File: src/rtl/pu_conn_context_rdr_pkg.sv
// Shared types and constants for the connection-context burst reader:
// memory map constants, the context-memory command type and the reader FSM states.
package pu_conn_context_rdr_pkg;

  localparam int unsigned PuWidthNbits      = 32;
  localparam int unsigned RciNbits          = 6;
  localparam int unsigned SciNbits          = 6;
  localparam int unsigned ConnCtxDepthNbits = 4;
  localparam int unsigned PuMemAddrNbits    = 16;
  localparam int unsigned PuMemSelNbits     = 4;

  // Memory select lives in the top address bits.
  localparam logic [PuMemSelNbits-1:0] PuConnectionContextMem = 4'h3;

  typedef struct packed {
    logic                      wr;
    logic [PuMemAddrNbits-1:0] addr;
    logic [PuWidthNbits-1:0]   wdata;
  } io_type;

  typedef enum logic [1:0] {
    StIdle,
    StIssue,
    StWait,
    StErr
  } rdr_state_e;

  function automatic logic [PuMemAddrNbits-1:0] ctx_addr(
    input logic [RciNbits-1:0]          rci,
    input logic [ConnCtxDepthNbits-1:0] off
  );
    logic [PuMemAddrNbits-1:0] a;
    a = '0;
    a[PuMemAddrNbits-1 -: PuMemSelNbits]                    = PuConnectionContextMem;
    a[RciNbits+ConnCtxDepthNbits-1 : ConnCtxDepthNbits] = rci;
    a[ConnCtxDepthNbits-1:0]                                = off;
    return a;
  endfunction

endpackage

File: src/rtl/pu_conn_context_rdr.sv
// Burst reader for one lane of the connection-context responder: issues one word read at a
// time, returns each word with a 1-cycle registered latency, and aborts on response timeout.
module pu_conn_context_rdr
  import pu_conn_context_rdr_pkg::*;
#(
  parameter int unsigned WIDTH_NBITS = PuWidthNbits,
  parameter int unsigned LEN_NBITS   = 4,
  parameter int unsigned TMO_NBITS   = 8
) (
  input  logic                         clk_i,
  input  logic                         rst_ni,
  input  logic                         rd_req_i,
  input  logic [RciNbits-1:0]          rd_rci_i,
  input  logic [ConnCtxDepthNbits-1:0] rd_offset_i,
  input  logic [LEN_NBITS-1:0]         rd_len_i,
  output logic                         rd_ready_o,
  output logic                         io_req_o,
  output io_type                       io_cmd_o,
  input  logic                         io_ack_i,
  input  logic [WIDTH_NBITS-1:0]       io_ack_data_i,
  output logic                         rd_valid_o,
  output logic [WIDTH_NBITS-1:0]       rd_data_o,
  output logic                         rd_last_o,
  output logic                         rd_err_o
);

  localparam logic [TMO_NBITS-1:0] TmoMax = '1;

  rdr_state_e                   state_q, state_d;
  logic [RciNbits-1:0]          rci_q, rci_d;
  logic [ConnCtxDepthNbits-1:0] offset_q, offset_d;
  logic [LEN_NBITS-1:0]         remaining_q, remaining_d;
  logic [TMO_NBITS-1:0]         tmo_cnt_q, tmo_cnt_d;
  logic                         rd_valid_q, rd_valid_d;
  logic                         rd_last_q, rd_last_d;
  logic [WIDTH_NBITS-1:0]       rd_data_q, rd_data_d;

  always_comb begin
    state_d     = state_q;
    rci_d       = rci_q;
    offset_d    = offset_q;
    remaining_d = remaining_q;
    tmo_cnt_d   = tmo_cnt_q;
    rd_valid_d  = 1'b0;
    rd_last_d   = 1'b0;
    rd_data_d   = rd_data_q;
    rd_ready_o  = 1'b0;
    io_req_o    = 1'b0;
    io_cmd_o    = '0;
    rd_err_o    = 1'b0;

    case (state_q)
      StIdle: begin
        // Holding off during the rd_last cycle makes the earliest back-to-back
        // accept land on the cycle after the final word.
        rd_ready_o = ~rd_last_q;
        if (rd_req_i && rd_ready_o) begin
          rci_d       = rd_rci_i;
          offset_d    = rd_offset_i;
          remaining_d = rd_len_i;
          state_d     = StIssue;
        end
      end
      StIssue: begin
        io_req_o      = 1'b1;
        io_cmd_o.addr = ctx_addr(rci_q, offset_q);
        tmo_cnt_d     = '0;
        state_d       = StWait;
      end
      StWait: begin
        // An ack on the expiry cycle takes priority over the timeout.
        if (io_ack_i) begin
          rd_valid_d = 1'b1;
          rd_data_d  = io_ack_data_i;
          offset_d   = offset_q + 1'b1;
          if (remaining_q == '0) begin
            rd_last_d = 1'b1;
            state_d   = StIdle;
          end else begin
            remaining_d = remaining_q - 1'b1;
            state_d     = StIssue;
          end
        end else if (tmo_cnt_q == TmoMax) begin
          state_d = StErr;
        end else begin
          tmo_cnt_d = tmo_cnt_q + 1'b1;
        end
      end
      StErr: begin
        rd_err_o = 1'b1;
        state_d  = StIdle;
      end
      default: state_d = StIdle;
    endcase
  end

  always_ff @(posedge clk_i or negedge rst_ni) begin
    if (!rst_ni) begin
      state_q     <= StIdle;
      rci_q       <= '0;
      offset_q    <= '0;
      remaining_q <= '0;
      tmo_cnt_q   <= '0;
      rd_valid_q  <= 1'b0;
      rd_last_q   <= 1'b0;
      rd_data_q   <= '0;
    end else begin
      state_q     <= state_d;
      rci_q       <= rci_d;
      offset_q    <= offset_d;
      remaining_q <= remaining_d;
      tmo_cnt_q   <= tmo_cnt_d;
      rd_valid_q  <= rd_valid_d;
      rd_last_q   <= rd_last_d;
      rd_data_q   <= rd_data_d;
    end
  end

  assign rd_valid_o = rd_valid_q;
  assign rd_last_o  = rd_last_q;
  assign rd_data_o  = rd_data_q;

endmodule

File: config.mk
export PLATFORM = sky130hd
export DESIGN_NAME = pu_conn_context_rdr
export DESIGN_NICKNAME = d
export VERILOG_FILES = /design/src/rtl/pu_conn_context_rdr_pkg.sv /design/src/rtl/pu_conn_context_rdr.sv
export SDC_FILE = /design/constraint.sdc
export NUM_CORES = 1
export LEC_CHECK = 0
export ABC_AREA = 1
export ABC_CLOCK_PERIOD_IN_PS = 1900
export CAP_MARGIN = 20
export CORE_MARGIN = 2
export CORE_UTILIZATION = 41
export CTS_CLUSTER_DIAMETER = 150
export CTS_CLUSTER_SIZE = 12
export DETAILED_ROUTE_END_ITERATION = 7
export PLACE_DENSITY = 0.79
export SLEW_MARGIN = 15
export SYNTH_ARGS = -nofsm -noshare
export SYNTH_HDL_FRONTEND = slang
export SYNTH_SLANG_ARGS = --single-unit
File: constraint.sdc
create_clock -name clk_i -period 1.9 [get_ports clk_i]
set_clock_uncertainty 0.2 [all_clocks]
set_input_delay 0.285 -clock clk_i [delete_from_list [all_inputs] [get_ports clk_i]]
set_output_delay 0.285 -clock clk_i [all_outputs]
set_load 0.01 [all_outputs]
* Word level (Yosys, flattened, before mapping)
Cells that the tools add are included.
** Operators by class
- Reductions and logical operators :: 11
- $add $sub $neg :: 3
- Bitwise gates (word level) :: 1
- Multipliers :: 0
- Divide/modulo/power cells :: 0
- Eq/ne operators :: 10
- Shift-type cells :: 0
- Mux-type cells :: 24
- Order comparisons :: 0
** Operator list (number)
- 4-bit two-way mux :: 5
- 8-bit two-way mux :: 2
- 4-bit one-hot mux with 2 select lines :: 2
- 8-bit one-hot mux with 2 select lines :: 1
- 14-bit two-way mux :: 1
- 2-bit inequality test, second input constant :: 5
- 1-bit two-way mux :: 9
- 8-bit by 1-bit adder with 8-bit output, second input constant :: 1
- 8-bit == test, second input constant :: 1
- 2-bit one-hot mux with 4 select lines :: 1
- 2-bit two-way mux :: 3
- 2-bit AND reduction :: 3
- 3-bit AND reduction :: 2
- 4-bit by 1-bit adder with 4-bit output, second input constant :: 1
- 2-bit == test, second input constant :: 2
- 4-bit logical NOT :: 1
- 4-bit AND reduction :: 1
- 2-bit nonzero test :: 2
- 4-bit by 1-bit subtractor with 4-bit output, second input constant :: 1
- 3-bit inequality test, second input constant :: 1
- 2-bit by 1-bit == test with 1-bit output, second input constant :: 1
- 2-bit logical NOT :: 1
- 1-bit logical AND :: 1
- 1-bit NOT :: 1
** Storage, ports and cells
- Register bits after elaboration :: 58
- Latch bits :: 0
- Logic and storage cells :: 57
- Input port bits :: 50
- Memory bits (writable) :: 0
- Memory bits (read-only) :: 0
- Output and inout bits :: 86
- Memories kept :: 0

* Longest topological paths before layout
Gate-level depths: netlist of run 1.
- Depth after elaboration :: 4
- Depth in mapped cells :: 8
- Depth with buffers taken out :: 8

* Worst setup path after synthesis of run 1
No wires, ideal clock.
- Path kind :: register to output
- Start :: register state_q[0]
- End :: output port io_cmd_o[32] (netlist bit)
- Path slack :: 171 ps
- Data arrival time :: 1244 ps
- Path buffers :: 1
- Required time :: 1415 ps
- Cell stages (with the launch flop) :: 6
- Cell sequence :: dfrtp_1 > inv_2 > nor2_1 > inv_2 > buf_2 > nor2_1
** RTL lines
- start: declaration :: line pu_conn_context_rdr.sv:29 : rdr_state_e state_q, state_d;
- start signal: assignment :: line pu_conn_context_rdr.sv:99 : state_q <= StIdle;
- start signal: assignment :: line pu_conn_context_rdr.sv:108 : state_q <= state_d;
- end: declaration :: line pu_conn_context_rdr.sv:18 : output io_type io_cmd_o,

==> metrics.log, run 1 <==
INFO  metric drc = 0
INFO  metric cp_data_arrival_time = 1.30 ns
INFO  metric synth.largest_area_cell = sky130_fd_sc_hd__dfrtp_1
INFO  metric pin_count_of_the_biggest_net_entering_global_routing = 59
INFO  metric synthCells = 374
INFO  metric n_fill_cell = 617
INFO  metric synth_sequential_area_ratio = 0.488
INFO  metric drt_pass1_iterations = 4
INFO  metric critPathKind = register to primary output
INFO  metric critPathCaptureType = primary output
INFO  metric die_h = 89.2 microns
INFO  metric detailroute.via_count = 2577
INFO  metric status = finished, final reports clean
INFO  metric clk-insertion-delay-late = 0.33 ns
INFO  metric worstReg2RegStart = state_q[0]$_DFFE_PN0P_
INFO  metric post-route-util = 0.592
INFO  metric fin_worst_hold_slack = 0.278 ns
INFO  metric final_hold_viol_count = 0
INFO  metric drt-initial-drc-count = 128
INFO  metric design.final.nets = 538
INFO  metric total_power = 6450 uW
INFO  metric ant_nets = 0
INFO  metric post_synth_num_cell_types = 26
INFO  metric maxSlewViolCount = 0
INFO  metric clock_sinks = 58
INFO  metric crit_fanout = 11
INFO  metric pre_cts_slack = 0.0701 ns
INFO  metric floorplan.initialDensity = 0.417
INFO  metric die_area = 7960 sq um
INFO  metric worstHoldPathType = input port to async pin
INFO  metric first_global_vias = 2527
INFO  metric antenna-diode-count = 0
INFO  metric r2r_cells = 8
INFO  metric yosys_warnings = 0
INFO  metric max-cap-violations = 0
INFO  metric chipWidth = 89.2 microns
INFO  metric io_pins = 136
INFO  metric io_buffer_count = 98
INFO  metric design.core.area = 7140 sq um
INFO  metric synth_largest_type_area_fraction = 0.488
INFO  metric reg2reg_to = remaining_q[1]$_DFFE_PN0P_
INFO  metric period_share = 0.937
INFO  metric fmax = 561 MHz
INFO  metric place.detailed.hpwl = 4910 microns
INFO  metric cts_root_buffer = sky130_fd_sc_hd__clkbuf_8
INFO  metric grt_setup_unrepaired = no
INFO  metric leakage = 0.00218 uW
INFO  metric grt_antenna_before_repair = 0
INFO  metric layout_setup_ws = 0.119 ns
INFO  metric placement_rows = 31
INFO  metric layout_commonest_cell = sky130_fd_sc_hd__nand2_1
INFO  metric syn_avg_cell_area = 7.96 sq um
INFO  metric grt_pass1_wl = 11100 microns
INFO  metric irDropWorstVdd = 967 uV
INFO  metric syn_area = 2980 sq um
INFO  metric wl = 6890 microns
INFO  metric layout.cells.most_common_list = 139 x sky130_fd_sc_hd__nand2_1, 82 x sky130_fd_sc_hd__clkdlybuf4s50_1, 58 x sky130_fd_sc_hd__dfrtp_1
INFO  metric setup_viol = 0
INFO  metric cts_made_buffers = 9
INFO  metric gp_congestion = 0.851
INFO  metric ctsLongestPathBuffers = 2
INFO  metric clock_tree.htree_level_count = 3
INFO  metric crit_path_start_kind = register
INFO  metric regToRegSetupSlack = 0.25 ns
INFO  metric timing.setup.tns = 0 ns
INFO  metric ys_ff_latch = 58
INFO  metric drt-vias-per-instance = 4.38
INFO  metric track_usage = 0.184
INFO  metric pwr_cell_area = 1530 nW/um^2
INFO  metric clock_tree_from_tritoncts = yes
INFO  metric grt_overflow_total = 0
INFO  metric wl_per_instance = 11.7 microns
INFO  metric layout-drive-gt1-share = 0.119
INFO  metric worst_ep_required_time = 1.41 ns
INFO  metric fin_crit = 1.78 ns
INFO  metric top_cells_by_area_in_the_synthesized_netlist = sky130_fd_sc_hd__dfrtp_1 49%, sky130_fd_sc_hd__nand2_1 18%, sky130_fd_sc_hd__buf_4 11%
INFO  metric clock_transition_at_the_registers_of_the_reported_paths = 0.07 ns
INFO  metric layout-area-overhead-vs-synth = 42.0%
[per-stage QoR]
step	cells	cell area, sq um
5_1_grt	588	4230
3_3_place_gp	567	3950
3_5_place_dp	567	3950
6_report	588	4230
2_1_floorplan	410	3110
4_1_cts	588	4270
[how the worst max path moves through the flow]
stage / slack [ns] / to / cells after the start / startpoint
3_5_place_dp: 0.07 / io_cmd_o[39] / 5 / state_q[0]$_DFFE_PN0P_
4_1_cts: 0.003 / io_cmd_o[35] / 5 / state_q[1]$_DFFE_PN0P_
5_1_grt: 0.01 / io_cmd_o[35] / 6 / state_q[0]$_DFFE_PN0P_
6_report: 0.12 / io_cmd_o[32] / 6 / state_q[0]$_DFFE_PN0P_
2_1_floorplan: 0.17 / io_cmd_o[32] / 5 / state_q[0]$_DFFE_PN0P_
3_3_place_gp: 0.12 / io_cmd_o[34] / 5 / state_q[0]$_DFFE_PN0P_
[synthesized netlist by cell type (all sizes together)]
library cell	number
a21oi	6
a22oi	1
a31oi	1
buf	47
clkbuf	2
conb	1
dfrtp	58
ha	4
inv	32
nand2	145
nand3	14
nand4	2
nor2	34
nor3	1
o21ai	18
o21bai	2
or2	3
xnor2	1
xor2	2
[layout make-up]
cell class	count	area, sq um	share of cell area
clock buffers	12	165	0.0391
flip-flops and latches	58	1450	0.343
well taps	99	124	0.0293
repair buffers	112	1050	0.248
clock inverters	4	120	0.0284
inverters	32	125	0.0296
multi-input cells	271	1190	0.282
[critical path, cell delays in order, from the launching register on]
cell	delay [ns]
sky130_fd_sc_hd__dfrtp_1	0.38
sky130_fd_sc_hd__inv_2	0.07
sky130_fd_sc_hd__nor2_2	0.10
sky130_fd_sc_hd__buf_4	0.14
sky130_fd_sc_hd__inv_6	0.05
sky130_fd_sc_hd__nor2_1	0.09
sky130_fd_sc_hd__clkbuf_2	0.14
[cell families (layout without fill, tap and decap cells)]
family / after synthesis / after routing / synth area share
compound gates: 28 / 28 / 0.0500
xor+xnor: 3 / 3 / 0.00883
fa+ha+maj: 4 / 4 / 0.0168
buf+inv: 81 / 160 / 0.159
flops: 58 / 58 / 0.488
other cells: 1 / 37 / 0.00126
simple gates: 199 / 199 / 0.277
[layer usage]
| metal | wire, microns | up-vias | GRT usage |
|---|---|---|---|
| met1 | 2840 | 1195 | 0.206 |
| met5 | 0 | - | 0 |
| met3 | 662 | 5 | 0.0960 |
| met2 | 3330 | 93 | 0.301 |
| met4 | 59 | 0 | 0.0638 |
| li1 | - | 1284 | - |
[timing repair]
action | 4_1_cts | 5_1_grt
gates resized for setup | 21 | 20
buffers inserted | 4 | 0
hold endpoints to repair | 58 | 0
pin swaps | 1 | 0
hold buffers | 1 | 0
endpoints found under the setup margin | 15 | 11
[registers in the layout, summed over array words and instances, names as in the netlist]
signal,cells
tmo_cnt_q,8
rd_valid_o,1
offset_q,4
state_q,2
rci_q,6
remaining_q,4
rd_data_o,32
rd_last_o,1
[where the power goes]
group	switching, uW	leakage, uW	internal (uW)
Combinational	1480	0.00131	1330
Clock	492	0.000143	1110
Sequential	296	0.000724	1740
Power figures use the tool's default switching activity.
==> inputs of run 2 (changes only) <==
--- a/config.mk
+++ b/config.mk
@@ -10,7 +10,8 @@
 export CAP_MARGIN = 20
 export CORE_MARGIN = 2
 export CORE_UTILIZATION = 41
-export CTS_CLUSTER_DIAMETER = 150
+export CTS_BUF_LIST = sky130_fd_sc_hd__clkbuf_2
+export CTS_CLUSTER_DIAMETER = 30
 export CTS_CLUSTER_SIZE = 12
 export DETAILED_ROUTE_END_ITERATION = 7
 export PLACE_DENSITY = 0.79
==> metrics.log, run 2 (synthesized netlist as in run 1, its figures left out) <==
INFO  metric setup_viol = 14 (+14)
INFO  metric clock_transition_at_the_registers_of_the_reported_paths = 0.18 ns (+0.11 ns)
INFO  metric antenna-diode-count = 0 (unchanged)
INFO  metric die_area = 7960 sq um (unchanged)
INFO  metric worstReg2RegStart = state_q[0]$_DFFE_PN0P_
INFO  metric drt-vias-per-instance = 4.42 (+0.97%)
INFO  metric fmax = 472 MHz (-16%)
INFO  metric grt_setup_unrepaired = yes
INFO  metric fin_worst_hold_slack = 0.0821 ns (-0.196 ns)
INFO  metric layout-area-overhead-vs-synth = 40.1%
INFO  metric track_usage = 0.185 (+0.000935)
INFO  metric irDropWorstVdd = 966 uV (about the same)
INFO  metric pin_count_of_the_biggest_net_entering_global_routing = 59 (unchanged)
INFO  metric layout-drive-gt1-share = 0.142 (+0.0231)
INFO  metric io_buffer_count = 98 (unchanged)
INFO  metric total_power = 5970 uW (-7.4%)
INFO  metric design.final.nets = 543 (+0.93%)
INFO  metric place.detailed.hpwl = 4910 microns (unchanged)
INFO  metric grt_pass1_wl = 11100 microns (+0.44%)
INFO  metric critPathKind = register to primary output
INFO  metric detailroute.via_count = 2624 (+1.8%)
INFO  metric clock_tree.htree_level_count = 3 (unchanged)
INFO  metric drt_pass1_iterations = 4 (unchanged)
INFO  metric placed_cells_incl_taps = 567 (unchanged)
INFO  metric final_design_area_no_fill = 4170 sq um (-1.4%)
INFO  metric drc = 0 (unchanged)
INFO  metric io_pins = 136 (unchanged)
INFO  metric max-cap-violations = 0 (unchanged)
INFO  metric min_path_cells = 3
INFO  metric first_global_vias = 2553 (+1.0%)
INFO  metric maxSlewViolCount = 0 (unchanged)
INFO  metric drt-initial-drc-count = 140 (+9.4%)
INFO  metric ant_nets = 0 (unchanged)
INFO  metric post-route-util = 0.584 (-0.00806)
INFO  metric gp_congestion = 0.851 (unchanged)
INFO  metric period_share = 1.11 (+0.177)
INFO  metric crit_fanout = 6 (-5)
INFO  metric layout_commonest_cell = sky130_fd_sc_hd__nand2_1
INFO  metric placement_rows = 31 (unchanged)
INFO  metric grt_antenna_before_repair = 0 (unchanged)
INFO  metric design.core.area = 7140 sq um (unchanged)
INFO  metric status = finished with violations
INFO  metric r2r_cells = 9 (+1)
INFO  metric layout.cells.most_common_list = 137 x sky130_fd_sc_hd__nand2_1, 58 x sky130_fd_sc_hd__dfrtp_1, 48 x sky130_fd_sc_hd__clkdlybuf4s50_1
INFO  metric chipWidth = 89.2 microns (unchanged)
INFO  metric floorplan.initialDensity = 0.417 (unchanged)
INFO  metric clk-insertion-delay-late = 0.50 ns (+0.17 ns)
INFO  metric die_h = 89.2 microns (unchanged)
INFO  metric cts_made_buffers = 9 (unchanged)
INFO  metric setup.worst_path.start = state_q[1]$_DFFE_PN0P_
INFO  metric worstHoldPathType = input port to register
INFO  metric violations = negative setup slack
INFO  metric wl = 7050 microns (+2.2%)
INFO  metric worst_ep_required_time = 1.41 ns (about the same)
INFO  metric placed_area = 3950 sq um (unchanged)
INFO  metric clock_tree_from_tritoncts = yes
INFO  metric largest_reg_flops = 32 (unchanged)
INFO  metric critPathCaptureType = primary output
INFO  metric pwr_cell_area = 1430 nW/um^2 (-6.1%)
INFO  metric layout_setup_ws = -0.218 ns (-0.337 ns)
INFO  metric final_hold_viol_count = 0 (unchanged)
INFO  metric min_from = io_ack_data_i[30]
INFO  metric grt_overflow_total = 0 (unchanged)
INFO  metric finalNonFillerCells = 593 (+0.85%)
INFO  metric fin_crit = 2.12 ns (+0.337 ns)
INFO  metric ctsLongestPathBuffers = 2 (unchanged)
INFO  metric cts_root_buffer = sky130_fd_sc_hd__clkbuf_2
INFO  metric leakage = 0.00226 uW (+3.8%)
INFO  metric clock_sinks = 58 (unchanged)
INFO  metric wl_per_instance = 11.9 microns (+1.4%)
INFO  metric crit_path_start_kind = register
INFO  metric cp_data_arrival_time = 1.63 ns (+0.33 ns)
## run 2: cell count changes in the layout (fill, tap and decap cells not counted), sizes merged
cell           delta
clkdlybuf4s50    -34
clkbuf           -14
clkinvlp          +1
dlygate4sd2      +29
clkdlybuf4s15     +3
buf              +16
clkinv            +3
dlymetal6s2s      +1
## run 2: area by class of cell
| type | count | area [sq um] |
|---|---|---|
| fillers | 631 | 2970 |
| flip-flops and latches | 58 | 1450 |
| multi-input cells | 271 | 1210 |
| repair buffers | 116 | 1070 |
| clock inverters | 7 | 131 |
| inverters | 32 | 125 |
| well taps | 99 | 124 |
| clock buffers | 9 | 45.0 |
| repair inverters | 1 | 7.51 |
## run 2: per-layer routing
metal | track usage | wire length [microns] | vias up
li1 | - | - | 1301
met1 | 0.207 | 2880 | 1214
met2 | 0.302 | 3370 | 98
met3 | 0.0849 | 685 | 11
met4 | 0.0828 | 114 | 0
met5 | 0 | 0 | -
## run 2: final timing paths
kind / end / slack (ns)
setup / recovery: io_cmd_o[32] / -0.22
hold / removal: rd_data_o[30]$_DFFE_PN0P_ / 0.08
setup reg to reg: remaining_q[1]$_DFFE_PN0P_ / 0.15
hold reg to reg: rd_data_o[9]$_DFFE_PN0P_ / 0.30
max in group asynchronous: rd_data_o[14]$_DFFE_PN0P_ / 1.14
min in group asynchronous: rd_data_o[18]$_DFFE_PN0P_ / 0.09
## run 2: power breakdown
part	switching, uW	internal, uW
combinational	1560	1250
clock	469	687
sequential	282	1730
## run 2: stage by stage
stage	setup slack, ns	TNS (ns)
global placement	0.120	0
global route	-0.331	-4.23
detailed placement	0.0701	0
CTS	-0.172	-1.96
floorplan	0.171	0
finish	-0.218	-2.65
## run 2: what timing repair did
action | 4_1_cts | 5_1_grt
setup buffers | 6 | 3
hold endpoints to repair | 58 | 0
setup endpoints to repair | 48 | 18
resized for setup | 102 | 10
hold buffers | 1 | 0
pin swaps | 3 | 5
cloned | 1 | 0
## run 2: critical path, stage by stage, from the launching register on
cell and delay, ns:
sky130_fd_sc_hd__dfrtp_1 0.43, sky130_fd_sc_hd__buf_6 0.13, sky130_fd_sc_hd__nor2_4 0.16, sky130_fd_sc_hd__buf_4 0.15, sky130_fd_sc_hd__inv_4 0.04, sky130_fd_sc_hd__nor2_2 0.10, sky130_fd_sc_hd__buf_2 0.13
==> inputs of run 3 (changes only) <==
--- a/config.mk
+++ b/config.mk
@@ -8,6 +8,7 @@
 export ABC_AREA = 1
 export ABC_CLOCK_PERIOD_IN_PS = 1900
 export CAP_MARGIN = 20
+export CORE_ASPECT_RATIO = 1.4
 export CORE_MARGIN = 2
 export CORE_UTILIZATION = 41
 export CTS_BUF_LIST = sky130_fd_sc_hd__clkbuf_2
==> metrics.log, run 3 (synthesized netlist as in run 1, its figures left out) <==
INFO  metric floorplan.initialDensity = 0.426 (+0.00927)
INFO  metric clock_tree_from_tritoncts = yes
INFO  metric clk-insertion-delay-late = 0.48 ns (-0.02 ns)
INFO  metric routed-wl-met2 = 3470 microns (+3.1%)
INFO  metric drt-initial-drc-count = 107 (-24%)
INFO  metric drc = 0 (unchanged)
INFO  metric worstReg2RegStart = state_q[0]$_DFFE_PN0P_
INFO  metric pwr_cell_area = 1360 nW/um^2 (-5.2%)
INFO  metric place.detailed.hpwl = 4880 microns (-0.74%)
INFO  metric cts_made_buffers = 9 (unchanged)
INFO  metric fin_worst_hold_slack = 0.116 ns (+0.0341 ns)
INFO  metric clock_transition_at_the_registers_of_the_reported_paths = 0.17 ns (about the same)
INFO  metric track_usage = 0.180 (-0.00439)
INFO  metric max-cap-violations = 0 (unchanged)
INFO  metric layout-drive-gt1-share = 0.141 (-0.00114)
INFO  metric design.core.area = 6980 sq um (-2.2%)
INFO  metric die_area = 7970 sq um (+0.12%)
INFO  metric chipWidth = 76.0 microns (-15%)
INFO  metric cts_root_buffer = sky130_fd_sc_hd__clkbuf_2
INFO  metric io_pins = 136 (unchanged)
INFO  metric design.final.nets = 548 (+0.92%)
INFO  metric r2r_cells = 9 (unchanged)
INFO  metric ctsLongestPathBuffers = 2 (unchanged)
INFO  metric irDropWorstVdd = 799 uV (-17%)
INFO  metric top_layer_used = met4
INFO  metric largest_reg_flops = 32 (unchanged)
INFO  metric drt-vias-per-instance = 4.44 (+0.27%)
INFO  metric final_hold_viol_count = 0 (unchanged)
INFO  metric grt_pass1_wl = 11600 microns (+4.0%)
INFO  metric fmax = 484 MHz (+2.5%)
INFO  metric route.layer.met1.wl = 2620 microns (-8.9%)
INFO  metric layout.cells.most_common_list = 139 x sky130_fd_sc_hd__nand2_1, 58 x sky130_fd_sc_hd__dfrtp_1, 48 x sky130_fd_sc_hd__clkdlybuf4s50_1
INFO  metric regToRegSetupSlack = 0.12 ns (-0.03 ns)
INFO  metric detailroute.via_count = 2631 (+0.27%)
INFO  metric ant_nets = 0 (unchanged)
INFO  metric grt_overflow_total = 0 (unchanged)
INFO  metric die_h = 105 microns (+17%)
INFO  metric wl_met3 = 755 microns (+10%)
INFO  metric wl = 6920 microns (-1.8%)
INFO  metric wl_per_instance = 11.7 microns (-1.8%)
INFO  metric critPathCaptureType = primary output
INFO  metric worst_ep_required_time = 1.41 ns (about the same)
INFO  metric io_buffer_count = 98 (unchanged)
INFO  metric layout_setup_ws = -0.167 ns (+0.0515 ns)
INFO  metric clock_sinks = 58 (unchanged)
INFO  metric crit_path_start_kind = register
INFO  metric first_global_vias = 2600 (+1.8%)
INFO  metric maxSlewViolCount = 0 (unchanged)
INFO  metric antenna-diode-count = 0 (unchanged)
INFO  metric crit_fanout = 3 (-3)
INFO  metric clock_tree.htree_level_count = 3 (unchanged)
INFO  metric violations = negative setup slack
INFO  metric gp_congestion = 0.788 (-7.4%)
INFO  metric placement_rows = 36 (+16%)
INFO  metric layout-area-overhead-vs-synth = 37.6%
INFO  metric critPathKind = register to primary output
INFO  metric layout_commonest_cell = sky130_fd_sc_hd__nand2_1
INFO  metric grt_setup_unrepaired = yes
INFO  metric timing.setup.tns = -1.47 ns (+1.18 ns)
INFO  metric period_share = 1.09 (-0.0271)
INFO  metric pin_count_of_the_biggest_net_entering_global_routing = 59 (unchanged)
INFO  metric cp_data_arrival_time = 1.58 ns (-0.05 ns)
INFO  metric leakage = 0.00225 uW (-0.63%)
INFO  metric setup_viol = 14 (unchanged)
INFO  metric fin_crit = 2.07 ns (-0.0515 ns)
INFO  metric reg2reg_to = tmo_cnt_q[4]$_DFFE_PN0P_
INFO  metric drt_pass1_iterations = 5 (+1)
INFO  metric grt_antenna_before_repair = 0 (unchanged)
INFO  metric worstHoldPathType = input port to async pin
INFO  metric status = finished with violations
INFO  metric total_power = 5560 uW (-6.9%)
[run 3: changes by cell type in the layout (fill, tap and decap cells not counted), moves of 2 or more]
cell | before | now
sky130_fd_sc_hd__buf_4 | 9 | 17
sky130_fd_sc_hd__bufinv_16 | 4 | 1
sky130_fd_sc_hd__clkbuf_2 | 9 | 11
sky130_fd_sc_hd__clkdlybuf4s15_2 | 3 | 0
sky130_fd_sc_hd__clkinv_1 | 3 | 1
sky130_fd_sc_hd__clkinv_2 | 0 | 2
sky130_fd_sc_hd__inv_1 | 25 | 27
sky130_fd_sc_hd__nand2_1 | 137 | 139
sky130_fd_sc_hd__nand2_2 | 5 | 3
sky130_fd_sc_hd__nor2_1 | 28 | 30
sky130_fd_sc_hd__nor2_2 | 2 | 0
[run 3: worst max-delay path, cell delays in order (launching register included)]
cell and delay, ns:
sky130_fd_sc_hd__dfrtp_1 0.46, sky130_fd_sc_hd__nor2_4 0.18, sky130_fd_sc_hd__clkinvlp_4 0.14, sky130_fd_sc_hd__buf_6 0.14, sky130_fd_sc_hd__nor2_1 0.06, sky130_fd_sc_hd__buf_2 0.13
[run 3: repair_timing]
item,4_1_cts,5_1_grt
hold buffers,1,0
hold endpoints to repair,58,0
gates cloned,1,0
setup buffers,11,3
gates resized for setup,107,2
setup endpoints to repair,49,15
pin swaps,3,3
[run 3: per-layer routing]
layer,up-vias,GRT usage
met5,-,0
met3,8,0.0924
met4,0,0.0688
met2,118,0.304
li1,1307,-
met1,1198,0.192
[run 3: worst max path at each step]
stage / from / to
2_1_floorplan: state_q[0]$_DFFE_PN0P_ / io_cmd_o[32]
3_3_place_gp: state_q[0]$_DFFE_PN0P_ / io_cmd_o[38]
3_5_place_dp: state_q[0]$_DFFE_PN0P_ / io_cmd_o[38]
4_1_cts: state_q[0]$_DFFE_PN0P_ / rd_ready_o
5_1_grt: state_q[1]$_DFFE_PN0P_ / io_cmd_o[36]
6_report: state_q[1]$_DFFE_PN0P_ / io_cmd_o[36]
[run 3: layout make-up]
cell class,instances,area [sq um]
timing repair buffer,121,1090
multi-input combinational,271,1200
sequential,58,1450
inverter,32,123
clock buffer,11,55.1
clock inverter,4,43.8
tap,95,119
timing repair inverter,1,7.51
fill,641,2890
[run 3: power breakdown]
| part | switching [uW] | leakage (uW) | internal (uW) | total (uW) |
|---|---|---|---|---|
| clock network | 425 | 0.0000692 | 300 | 725 |
| registers | 271 | 0.000724 | 1730 | 2000 |
| logic | 1550 | 0.00146 | 1280 | 2840 |
[run 3: per-stage QoR]
stage	cell area [sq um]	setup slack [ns]	instances	util
after floorplan	3110	0.171	410	-
after global placement	3950	0.0512	564	0.566
after detailed placement	3950	0.0255	564	0.566
after CTS	4090	-0.178	592	0.586
after global routing	4100	-0.281	593	0.587
final	4100	-0.167	593	0.587
